[src/rtl/cv32e40x_pkg.sv]
// rtl/cv32e40x_pkg.sv - shared types and helpers for the sequential divider
package cv32e40x_pkg;

  localparam int unsigned DIV_DATA_W = 32;
  localparam int unsigned DIV_CNT_W  = 6;

  typedef enum logic [1:0] {
    DIV  = 2'b00,
    DIVU = 2'b01,
    REM  = 2'b10,
    REMU = 2'b11
  } div_opcode_e;

  typedef enum logic [2:0] {
    IDLE   = 3'd0,
    CLZ_B  = 3'd1,
    SHIFT  = 3'd2,
    DIVIDE = 3'd3,
    FINISH = 3'd4
  } div_state_e;

  function automatic logic div_is_signed(input div_opcode_e op);
    return (op == DIV) || (op == REM);
  endfunction

  function automatic logic [DIV_DATA_W-1:0] div_abs(input logic [DIV_DATA_W-1:0] v,
                                                    input logic                  is_signed);
    return (is_signed && v[DIV_DATA_W-1]) ? (~v + 1'b1) : v;
  endfunction

  // Zero-divisor results bypass sign correction so the raw dividend survives for REM.
  function automatic logic [DIV_DATA_W-1:0] div_result(input div_opcode_e           op,
                                                       input logic [DIV_DATA_W-1:0] quot,
                                                       input logic [DIV_DATA_W-1:0] rem,
                                                       input logic                  sign_a,
                                                       input logic                  sign_b,
                                                       input logic                  b_zero);
    logic [DIV_DATA_W-1:0] res;
    case (op)
      DIV:     res = (!b_zero && (sign_a ^ sign_b)) ? (~quot + 1'b1) : quot;
      DIVU:    res = quot;
      REM:     res = (!b_zero && sign_a) ? (~rem + 1'b1) : rem;
      default: res = rem;
    endcase
    return res;
  endfunction

endpackage

[src/rtl/cv32e40x_div_seq_if.sv]
// rtl/cv32e40x_div_seq_if.sv - request/result handshake and borrowed ALU CLZ/shifter lines
interface cv32e40x_div_seq_if;
  import cv32e40x_pkg::*;

  logic                  valid_i;
  logic                  ready_o;
  div_opcode_e           operator_i;
  logic [DIV_DATA_W-1:0] op_a_i;
  logic [DIV_DATA_W-1:0] op_b_i;
  logic                  kill_i;
  logic                  valid_o;
  logic                  ready_i;
  logic [DIV_DATA_W-1:0] result_o;

  logic                  alu_clz_en_o;
  logic [DIV_DATA_W-1:0] alu_clz_data_o;
  logic [DIV_CNT_W-1:0]  alu_clz_result_i;
  logic                  alu_shift_en_o;
  logic [DIV_CNT_W-1:0]  alu_shift_amt_o;
  logic [DIV_DATA_W-1:0] alu_operand_a_o;
  logic [DIV_DATA_W-1:0] alu_shifted_i;

  modport slave (
    input  valid_i, operator_i, op_a_i, op_b_i, kill_i, ready_i,
           alu_clz_result_i, alu_shifted_i,
    output ready_o, valid_o, result_o,
           alu_clz_en_o, alu_clz_data_o, alu_shift_en_o, alu_shift_amt_o, alu_operand_a_o
  );

  modport master (
    output valid_i, operator_i, op_a_i, op_b_i, kill_i, ready_i,
           alu_clz_result_i, alu_shifted_i,
    input  ready_o, valid_o, result_o,
           alu_clz_en_o, alu_clz_data_o, alu_shift_en_o, alu_shift_amt_o, alu_operand_a_o
  );

endinterface

[src/rtl/cv32e40x_div_seq.sv]
// rtl/cv32e40x_div_seq.sv - restoring divider sequencer, CLZ and alignment shift borrowed from the ALU
module cv32e40x_div_seq
  import cv32e40x_pkg::*;
(
  input  logic               clk,
  input  logic               rst,
  cv32e40x_div_seq_if.slave  bus
);

  div_state_e            state_q, state_d;
  div_opcode_e           op_q, op_d;
  logic                  sign_a_q, sign_a_d;
  logic                  sign_b_q, sign_b_d;
  logic                  b_zero_q, b_zero_d;
  logic [DIV_DATA_W-1:0] b_abs_q, b_abs_d;
  logic [DIV_DATA_W-1:0] rem_q, rem_d;
  logic [DIV_DATA_W-1:0] dvsr_q, dvsr_d;
  logic [DIV_DATA_W-1:0] quot_q, quot_d;
  logic [DIV_DATA_W-1:0] result_q, result_d;
  logic [DIV_CNT_W-1:0]  cnt_q, cnt_d;

  logic                  in_signed;
  logic                  in_b_zero;
  logic                  rem_ge;
  logic [DIV_DATA_W-1:0] rem_diff;

  always_comb begin
    in_signed = div_is_signed(bus.operator_i);
    in_b_zero = (bus.op_b_i == '0);
    rem_ge    = (rem_q >= dvsr_q);
    rem_diff  = rem_q - dvsr_q;
  end

  always_comb begin
    state_d  = state_q;
    op_d     = op_q;
    sign_a_d = sign_a_q;
    sign_b_d = sign_b_q;
    b_zero_d = b_zero_q;
    b_abs_d  = b_abs_q;
    rem_d    = rem_q;
    dvsr_d   = dvsr_q;
    quot_d   = quot_q;
    result_d = result_q;
    cnt_d    = cnt_q;

    case (state_q)
      IDLE: begin
        if (bus.valid_i) begin
          op_d     = bus.operator_i;
          sign_a_d = in_signed && bus.op_a_i[DIV_DATA_W-1];
          sign_b_d = in_signed && bus.op_b_i[DIV_DATA_W-1];
          b_zero_d = in_b_zero;
          b_abs_d  = div_abs(bus.op_b_i, in_signed);
          cnt_d    = '0;
          dvsr_d   = '0;
          if (in_b_zero) begin
            rem_d   = bus.op_a_i;
            quot_d  = '1;
            state_d = FINISH;
          end else begin
            rem_d   = div_abs(bus.op_a_i, in_signed);
            quot_d  = '0;
            state_d = CLZ_B;
          end
        end
      end
      CLZ_B: begin
        cnt_d   = bus.alu_clz_result_i;
        state_d = SHIFT;
      end
      SHIFT: begin
        dvsr_d  = bus.alu_shifted_i;
        state_d = DIVIDE;
      end
      DIVIDE: begin
        rem_d  = rem_ge ? rem_diff : rem_q;
        quot_d = {quot_q[DIV_DATA_W-2:0], rem_ge};
        dvsr_d = dvsr_q >> 1;
        if (cnt_q == '0) begin
          state_d = FINISH;
        end else begin
          cnt_d = cnt_q - 1'b1;
        end
      end
      FINISH: begin
        if (bus.ready_i) begin
          state_d = IDLE;
        end
      end
      default: state_d = IDLE;
    endcase

    if (bus.kill_i) begin
      state_d = IDLE;
    end

    // The result is captured on the way into FINISH so it is stable for the whole handshake.
    if ((state_d == FINISH) && (state_q != FINISH)) begin
      result_d = div_result(op_d, quot_d, rem_d, sign_a_d, sign_b_d, b_zero_d);
    end
  end

  always_comb begin
    bus.ready_o         = (state_q == IDLE);
    bus.valid_o         = (state_q == FINISH);
    bus.result_o        = result_q;
    bus.alu_clz_en_o    = 1'b0;
    bus.alu_clz_data_o  = '0;
    bus.alu_shift_en_o  = 1'b0;
    bus.alu_shift_amt_o = '0;
    bus.alu_operand_a_o = '0;
    if (state_q == CLZ_B) begin
      bus.alu_clz_en_o   = 1'b1;
      bus.alu_clz_data_o = b_abs_q;
    end
    if (state_q == SHIFT) begin
      bus.alu_shift_en_o  = 1'b1;
      bus.alu_shift_amt_o = cnt_q;
      bus.alu_operand_a_o = b_abs_q;
    end
  end

  always_ff @(posedge clk or posedge rst) begin
    if (rst) begin
      state_q  <= IDLE;
      op_q     <= DIV;
      sign_a_q <= 1'b0;
      sign_b_q <= 1'b0;
      b_zero_q <= 1'b0;
      b_abs_q  <= '0;
      rem_q    <= '0;
      dvsr_q   <= '0;
      quot_q   <= '0;
      result_q <= '0;
      cnt_q    <= '0;
    end else begin
      state_q  <= state_d;
      op_q     <= op_d;
      sign_a_q <= sign_a_d;
      sign_b_q <= sign_b_d;
      b_zero_q <= b_zero_d;
      b_abs_q  <= b_abs_d;
      rem_q    <= rem_d;
      dvsr_q   <= dvsr_d;
      quot_q   <= quot_d;
      result_q <= result_d;
      cnt_q    <= cnt_d;
    end
  end

endmodule

[src/flat_wrapper.sv]
// flat-port wrapper written by rule: the top's interface ports become plain ports
module cv32e40x_div_seq_flat import cv32e40x_pkg::*;
  (clk, rst, bus_valid_i, bus_operator_i, bus_op_a_i, bus_op_b_i, bus_kill_i, bus_ready_i, bus_alu_clz_result_i, bus_alu_shifted_i, bus_ready_o, bus_valid_o, bus_result_o, bus_alu_clz_en_o, bus_alu_clz_data_o, bus_alu_shift_en_o, bus_alu_shift_amt_o, bus_alu_operand_a_o);
  cv32e40x_div_seq_if bus_i ();
  input  logic clk;
  input  logic rst;
  input wire logic [$bits(bus_i.valid_i)-1:0] bus_valid_i;
  input wire logic [$bits(bus_i.operator_i)-1:0] bus_operator_i;
  input wire logic [$bits(bus_i.op_a_i)-1:0] bus_op_a_i;
  input wire logic [$bits(bus_i.op_b_i)-1:0] bus_op_b_i;
  input wire logic [$bits(bus_i.kill_i)-1:0] bus_kill_i;
  input wire logic [$bits(bus_i.ready_i)-1:0] bus_ready_i;
  input wire logic [$bits(bus_i.alu_clz_result_i)-1:0] bus_alu_clz_result_i;
  input wire logic [$bits(bus_i.alu_shifted_i)-1:0] bus_alu_shifted_i;
  output wire logic [$bits(bus_i.ready_o)-1:0] bus_ready_o;
  output wire logic [$bits(bus_i.valid_o)-1:0] bus_valid_o;
  output wire logic [$bits(bus_i.result_o)-1:0] bus_result_o;
  output wire logic [$bits(bus_i.alu_clz_en_o)-1:0] bus_alu_clz_en_o;
  output wire logic [$bits(bus_i.alu_clz_data_o)-1:0] bus_alu_clz_data_o;
  output wire logic [$bits(bus_i.alu_shift_en_o)-1:0] bus_alu_shift_en_o;
  output wire logic [$bits(bus_i.alu_shift_amt_o)-1:0] bus_alu_shift_amt_o;
  output wire logic [$bits(bus_i.alu_operand_a_o)-1:0] bus_alu_operand_a_o;
  assign bus_i.valid_i = bus_valid_i;
  assign bus_i.operator_i = bus_operator_i;
  assign bus_i.op_a_i = bus_op_a_i;
  assign bus_i.op_b_i = bus_op_b_i;
  assign bus_i.kill_i = bus_kill_i;
  assign bus_i.ready_i = bus_ready_i;
  assign bus_i.alu_clz_result_i = bus_alu_clz_result_i;
  assign bus_i.alu_shifted_i = bus_alu_shifted_i;
  assign bus_ready_o = bus_i.ready_o;
  assign bus_valid_o = bus_i.valid_o;
  assign bus_result_o = bus_i.result_o;
  assign bus_alu_clz_en_o = bus_i.alu_clz_en_o;
  assign bus_alu_clz_data_o = bus_i.alu_clz_data_o;
  assign bus_alu_shift_en_o = bus_i.alu_shift_en_o;
  assign bus_alu_shift_amt_o = bus_i.alu_shift_amt_o;
  assign bus_alu_operand_a_o = bus_i.alu_operand_a_o;
  cv32e40x_div_seq u_core (.clk(clk), .rst(rst), .bus(bus_i));
endmodule
[config.mk]
export PLATFORM = sky130hd
export DESIGN_NAME = cv32e40x_div_seq_flat
export DESIGN_NICKNAME = d
export VERILOG_FILES = /design/src/rtl/cv32e40x_pkg.sv /design/src/rtl/cv32e40x_div_seq_if.sv /design/src/rtl/cv32e40x_div_seq.sv /design/src/flat_wrapper.sv
export SDC_FILE = /design/constraint.sdc
export NUM_CORES = 1
export LEC_CHECK = 0
export CAP_MARGIN = 20
export CORE_MARGIN = 1.5
export CORE_UTILIZATION = 40
export CTS_BUF_LIST = sky130_fd_sc_hd__clkbuf_4 sky130_fd_sc_hd__clkbuf_8
export CTS_CLUSTER_DIAMETER = 50
export DETAILED_ROUTE_END_ITERATION = 8
export MAX_ROUTING_LAYER = met4
export PLACE_DENSITY_LB_ADDON = 0.15
export SKIP_LAST_GASP = 1
export SYNTH_ARGS = -nofsm -noshare
export SYNTH_HDL_FRONTEND = slang
export SYNTH_SLANG_ARGS = --single-unit
[constraint.sdc]
create_clock -name clk -period 13.6 [get_ports clk]
set_clock_uncertainty 0.05 [all_clocks]
set_input_delay 3.4 -clock clk [delete_from_list [all_inputs] [get_ports clk]]
set_output_delay 3.4 -clock clk [all_outputs]
set_load 0.01 [all_outputs]
Word-level counts from Yosys, hierarchy flattened
Cells that the tools add are included.
Cells by class
  add/sub/neg operators: 6
  bitwise operators: 5
  reductions and logical operators: 17
  order comparisons: 1
  eq/ne operators: 11
  muxes and demuxes: 36
Operators by type and width (count)
  two-way mux 32 bit: 12
  one-hot mux 32 bit (3 select lines): 2
  adder 32 x 1 -> 32 bit (second input constant): 4
  inverter 32 bit: 4
  one-hot mux 32 bit (2 select lines): 2
  >= comparator 32 bit: 1
  logical NOT 32 bit: 1
  subtractor 32 bit: 1
  two-way mux 6 bit: 3
  one-hot mux 6 bit (3 select lines): 1
  two-way mux 3 bit: 5
  one-hot mux 3 bit (5 select lines): 1
  two-way mux 1 bit: 8
  equality test 3 x 2 -> 1 bit (second input constant): 2
  equality test 3 bit (second input constant): 2
  logical NOT 6 bit: 1
  nonzero test 3 bit: 2
  subtractor 6 x 1 -> 6 bit (second input constant): 1
  logical AND 1 bit: 5
  equality test 2 bit (second input constant): 2
  logical NOT 2 bit: 2
  two-way mux 2 bit: 2
  inequality test 2 bit (second input constant): 2
  AND reduction 2 bit: 2
  other kinds (8): 8
Word-level totals
  bits in registers: 174
  bits of input ports: 109
  word-level logic and storage cells: 87

Longest topological paths before layout
  depth after elaboration: 11
  mapped depth: 22
  depth with buffers taken out: 21

Worst setup path before layout
OpenSTA, ideal clock, no wires.
  path kind: input to register
  from: input port bus_op_a_i[0]
  to: register u_core.result_q[30], in the netlist u_core.bus.result_o[30]
  path buffers: 1
  path slack: 6.351 ns
  cell stages on the path: 16
  required time: 13.414 ns
  arrival time: 7.063 ns
  cells stage by stage: inv_1 > ha_1 > nor3b_2 > nand3_1 > or3_1 > clkbuf_1 > o311ai_2 > xor2_1 > o211ai_1 > o21a_1 > o22a_1 > or3_4 > or3_1 > or4_1 > a2111oi_0 > nor4_1
Between the ends
  longest elaborated chain between the ends: 10
Ends and longest elaborated chain
  start, declared: RTL line flat_wrapper.sv:9  | input wire logic [$bits(bus_i.op_a_i)-1:0] bus_op_a_i;
  inverter 32 bit: RTL line cv32e40x_pkg.sv:28  | return (is_signed && v[DIV_DATA_W-1]) ? (~v + 1'b1) : v;
  adder 32 x 1 -> 32 bit: RTL line cv32e40x_pkg.sv:28
  two-way mux 32 bit: RTL line cv32e40x_pkg.sv:28
  two-way mux 32 bit: RTL line cv32e40x_div_seq.sv:57  | if (in_b_zero) begin
  two-way mux 32 bit: RTL line cv32e40x_div_seq.sv:49  | if (bus.valid_i) begin
  one-hot mux 32 bit (2 select lines): RTL line cv32e40x_div_seq.sv:47  | case (state_q)
  net u_core.rem_d[26]: RTL line cv32e40x_div_seq.sv:16  | logic [DIV_DATA_W-1:0] rem_q, rem_d;
  inverter 32 bit: RTL line cv32e40x_pkg.sv:42  | REM: res = (!b_zero && sign_a) ? (~rem + 1'b1) : rem;
  adder 32 x 1 -> 32 bit: RTL line cv32e40x_pkg.sv:42
  two-way mux 32 bit: RTL line cv32e40x_pkg.sv:42
  one-hot mux 32 bit (3 select lines): RTL line cv32e40x_pkg.sv:39  | case (op)
  end signal, assigned: RTL line cv32e40x_div_seq.sv:147  | result_q <= result_d;
  end, declared: RTL line cv32e40x_div_seq.sv:19  | logic [DIV_DATA_W-1:0] result_q, result_d;
The timed path passes the listed nets, and every way through them passes these cells.
A chain may end at the register's enable or synchronous reset.

Worst setup path after layout
  from: input port bus_op_b_i[1]
  to: register u_core.result_q[30], in the netlist u_core.bus.result_o[30]
Between the ends
  longest elaborated chain between the ends: 8
Ends and longest elaborated chain
  start, declared: RTL line flat_wrapper.sv:10  | input wire logic [$bits(bus_i.op_b_i)-1:0] bus_op_b_i;
  logical NOT 32 bit: RTL line cv32e40x_div_seq.sv:29  | in_b_zero = (bus.op_b_i == '0);
  two-way mux 32 bit: RTL line cv32e40x_div_seq.sv:57
  two-way mux 32 bit: RTL line cv32e40x_div_seq.sv:49
  one-hot mux 32 bit (2 select lines): RTL line cv32e40x_div_seq.sv:47
  net u_core.rem_d[6]: RTL line cv32e40x_div_seq.sv:16
  inverter 32 bit: RTL line cv32e40x_pkg.sv:42
  adder 32 x 1 -> 32 bit: RTL line cv32e40x_pkg.sv:42
  two-way mux 32 bit: RTL line cv32e40x_pkg.sv:42
  one-hot mux 32 bit (3 select lines): RTL line cv32e40x_pkg.sv:39
The timed path passes the listed nets, and every way through them passes these cells.

==> metrics.txt <==
status complete, no violations; Yosys top cell by area dfrtp_1; final worst setup slack 5730 ps; number of standard cells after synthesis 1,649; synth warn 0; first-pass GRT wire length 70,200 um; vias in the first global route 12,400; reg2reg path depth 19; Die Footprint 0.0343 mm^2; post_cts resized 0; relative slew slack 0.297; CP endpoint kind flop; final hold vios 0; Sink Count 174; Worst Hold Launch u_core.bus.result_o[8]; drc violations 0; Cell Rows 66; flip-flop and latch count after synthesis 174; Leak Pwr 0.00713 uW; Area Growth Syn to Fin 22.2%; largest net degree at the start of global routing 102; RSZ-0062 raised after global routing false; Tmin final 7870 ps; footprint of the multi-input gates 0.00814 mm^2; Placer Congestion 0.955; wirelength, routed 45,600 um; FFs w/ async S/R, synth 1.00; Max VDD drop 0.0764 mV; Tot Pwr 2760 uW; Power Dens Cells 170 mW/mm^2; pre-CTS worst setup slack 5290 ps; via count 13,200; clk buf depth 2; HPWL Detailed 33,800 um; Register Area 0.00435 mm^2; crit path max fanout 10; worst slew pin tran 1050 ps; top_reg_cell synth dfrtp_1; crit share post-route 0.579; Hold Crit Class flop to flop; reg-to-reg startpoint u_core.rem_q[3]; syn nets 1,796; crit-path most repeated cell inv_1; Pre-Repair DR Iteration Count 6; nets 1,951; hold depth 2; CP Launch Type input pin; arrival time worst endpoint 8200 ps; Hold Path Sink u_core.bus.result_o[8]; Die Ht 185 um; worst path cell trace clkdlybuf4s50_1, inv_1, ha_1, nor4b_4, nand4_4, or3_1, nand2_1, xor2_1, o21ai_0, mux2i_1, inv_1, nor4b_2, nand4_2, or4_1, a2111oi_0, nor4_1; Inserted Diodes 0; num ports 215; Netlist cell types 88; Antenna Nets Post-Route 0; CTS clk-pin slew, worst paths 110 ps; Setup Viol. Count Final 0; wire length per cell 20.2 um; CTS tree built; latest clock arrival within the worst-skew pair 500 ps; critical setup path kind input pin to flop; EDFF count, synth 0; Num CTS Buffers 17; Max Cap Viol 0; Seq/Total Area, Yosys 0.328; synthesized cell area 0.0133 mm^2; Setup TNS Final 0 ps; H-tree depth 4; post-CTS setup buffers 0; hold buffers post-CTS 0; Worst EP required 13,930 ps; Peak Freq 127 MHz; critical path's slowest cell or3_1; vias per cell 5.83; antenna violations before repair 0; Synth top area share 0.328; Starting Density 0.407; fin. max-slew vios 0; CP max stage delay 650 ps; Die X 185 um; Core ar. 0.0326 mm^2; Port Buffer Count 214; r2r setup slk 7690 ps; syn_area_per_cell 8.04 um^2; layout cells sized above 1 0.0567; synth top area cells dfrtp_1 (33%), xnor2_1 (5.4%), nand2_1 (5.0%), a21oi_1 (4.2%), o21ai_0 (4.2%); GRT Residual Overflow 0; Fillers 3,163; root buffer cell clkbuf_8; r2r endpoint u_core.bus.result_o[30]; initial drt markers 1,113; Tot GR Track Use 0.273
## kinds of logic (layout without fill, tap and decap cells)
kind of cell,count (synthesis),after routing,share of synthesized area
AND/OR/NAND/NOR,599,599,0.230
AO/OA/AOI/OAI,486,486,0.248
buffers and inverters,211,379,0.0624
flip-flops,174,174,0.328
XOR/XNOR,132,132,0.0872
adder cells (fa/ha/maj),38,38,0.0364
multiplexers,9,9,0.00707
## power by group
| group | switching (uW) | total [uW] | internal, uW | leakage, uW |
|---|---|---|---|---|
| logic | 974 | 1610 | 634 | 0.00465 |
| registers | 117 | 762 | 646 | 0.00228 |
| clock network | 218 | 390 | 172 | 0.000205 |
| total | 1310 | 2760 | 1450 | 0.00713 |
## cells in the mapped netlist, types with 16 or more instances
| library cell | instances |
|---|---|
| nand3_1 | 28 |
| or3_1 | 20 |
| a222oi_1 | 34 |
| dfrtp_1 | 174 |
| o31ai_1 | 23 |
| nand4_1 | 16 |
| xor2_1 | 50 |
| nor4_1 | 29 |
| nor3_1 | 51 |
| a21oi_1 | 112 |
| o21ai_0 | 111 |
| and3_1 | 81 |
| a22oi_1 | 27 |
| nor2_1 | 125 |
| nand2_1 | 178 |
| inv_1 | 107 |
| clkbuf_1 | 82 |
| ha_1 | 37 |
| o21a_1 | 16 |
| xnor2_1 | 82 |
| a31oi_1 | 16 |
## state kept, by name, indices dropped and copies added, names as in the netlist
register and count:
u_core.quot_q 32, u_core.b_abs_q 32, u_core.cnt_q 6, u_core.sign_a_q 1, u_core.b_zero_q 1, u_core.sign_b_q 1, u_core.op_q 2, u_core.dvsr_q 32
u_core.bus.result_o 32, u_core.rem_q 32, u_core.state_q 3
## per-stage QoR
step	utilization	hold slack, ps	area [um^2]	std cells
2_1_floorplan	-	402	13300	1649
3_3_place_gp	0.484	413	15800	2225
3_5_place_dp	0.484	420	15800	2225
4_1_cts	0.496	444	16200	2257
5_1_grt	0.497	467	16200	2259
6_report	0.497	442	16200	2259
## worst max-delay path, delay by kind of cell
| family | cells | cell delay [ps] |
|---|---|---|
| xor gates and xnor gates | 1 | 150 |
| AOI/OAI and AO/OA | 2 | 530 |
| muxes | 1 | 330 |
| buffers and inverters | 3 | 680 |
| adders and majority gates | 1 | 190 |
| and+or+nand+nor | 8 | 2900 |
## per-layer routing
metal	GRT usage	vias up	wire length (um)	share of wire
met2	0.424	464	21000	0.46
met4	0.0810	0	1010	0.022
met5	-	-	0	0
li1	-	6336	-	-
met1	0.372	6303	21300	0.47
met3	0.0348	58	2340	0.051
## placed cells by master (no fill, tap or decap), drive strengths merged, types with 50 or more instances in the layout
cell	count
nor2	125
xnor2	82
dfrtp	174
and3	81
inv	113
nor3	53
xor2	50
nand2	178
a21oi	112
clkdlybuf4s50	214
o21ai	114
## layout make-up
type                       count  area share
timing repair buffer         239       0.145
clock buffer                  19      0.0154
multi-input combinational   1264       0.502
clock inverter                13     0.00949
sequential                   174       0.269
tap                          442      0.0341
inverter                     108      0.0253
## worst max path at each step
stage                  startpoint                 endpoint  slack (ps)
finish              bus_op_b_i[1]  u_core.bus.result_o[30]        5730
CTS                 bus_op_b_i[1]  u_core.bus.result_o[30]        5820
global route        bus_op_b_i[0]  u_core.bus.result_o[31]        5390
global placement    bus_op_b_i[0]  u_core.bus.result_o[30]        5400
floorplan                     rst        u_core.b_abs_q[0]        5430
detailed placement  bus_op_b_i[1]  u_core.bus.result_o[30]        5290
No activity file was read; power rests on OpenSTA's default activity.
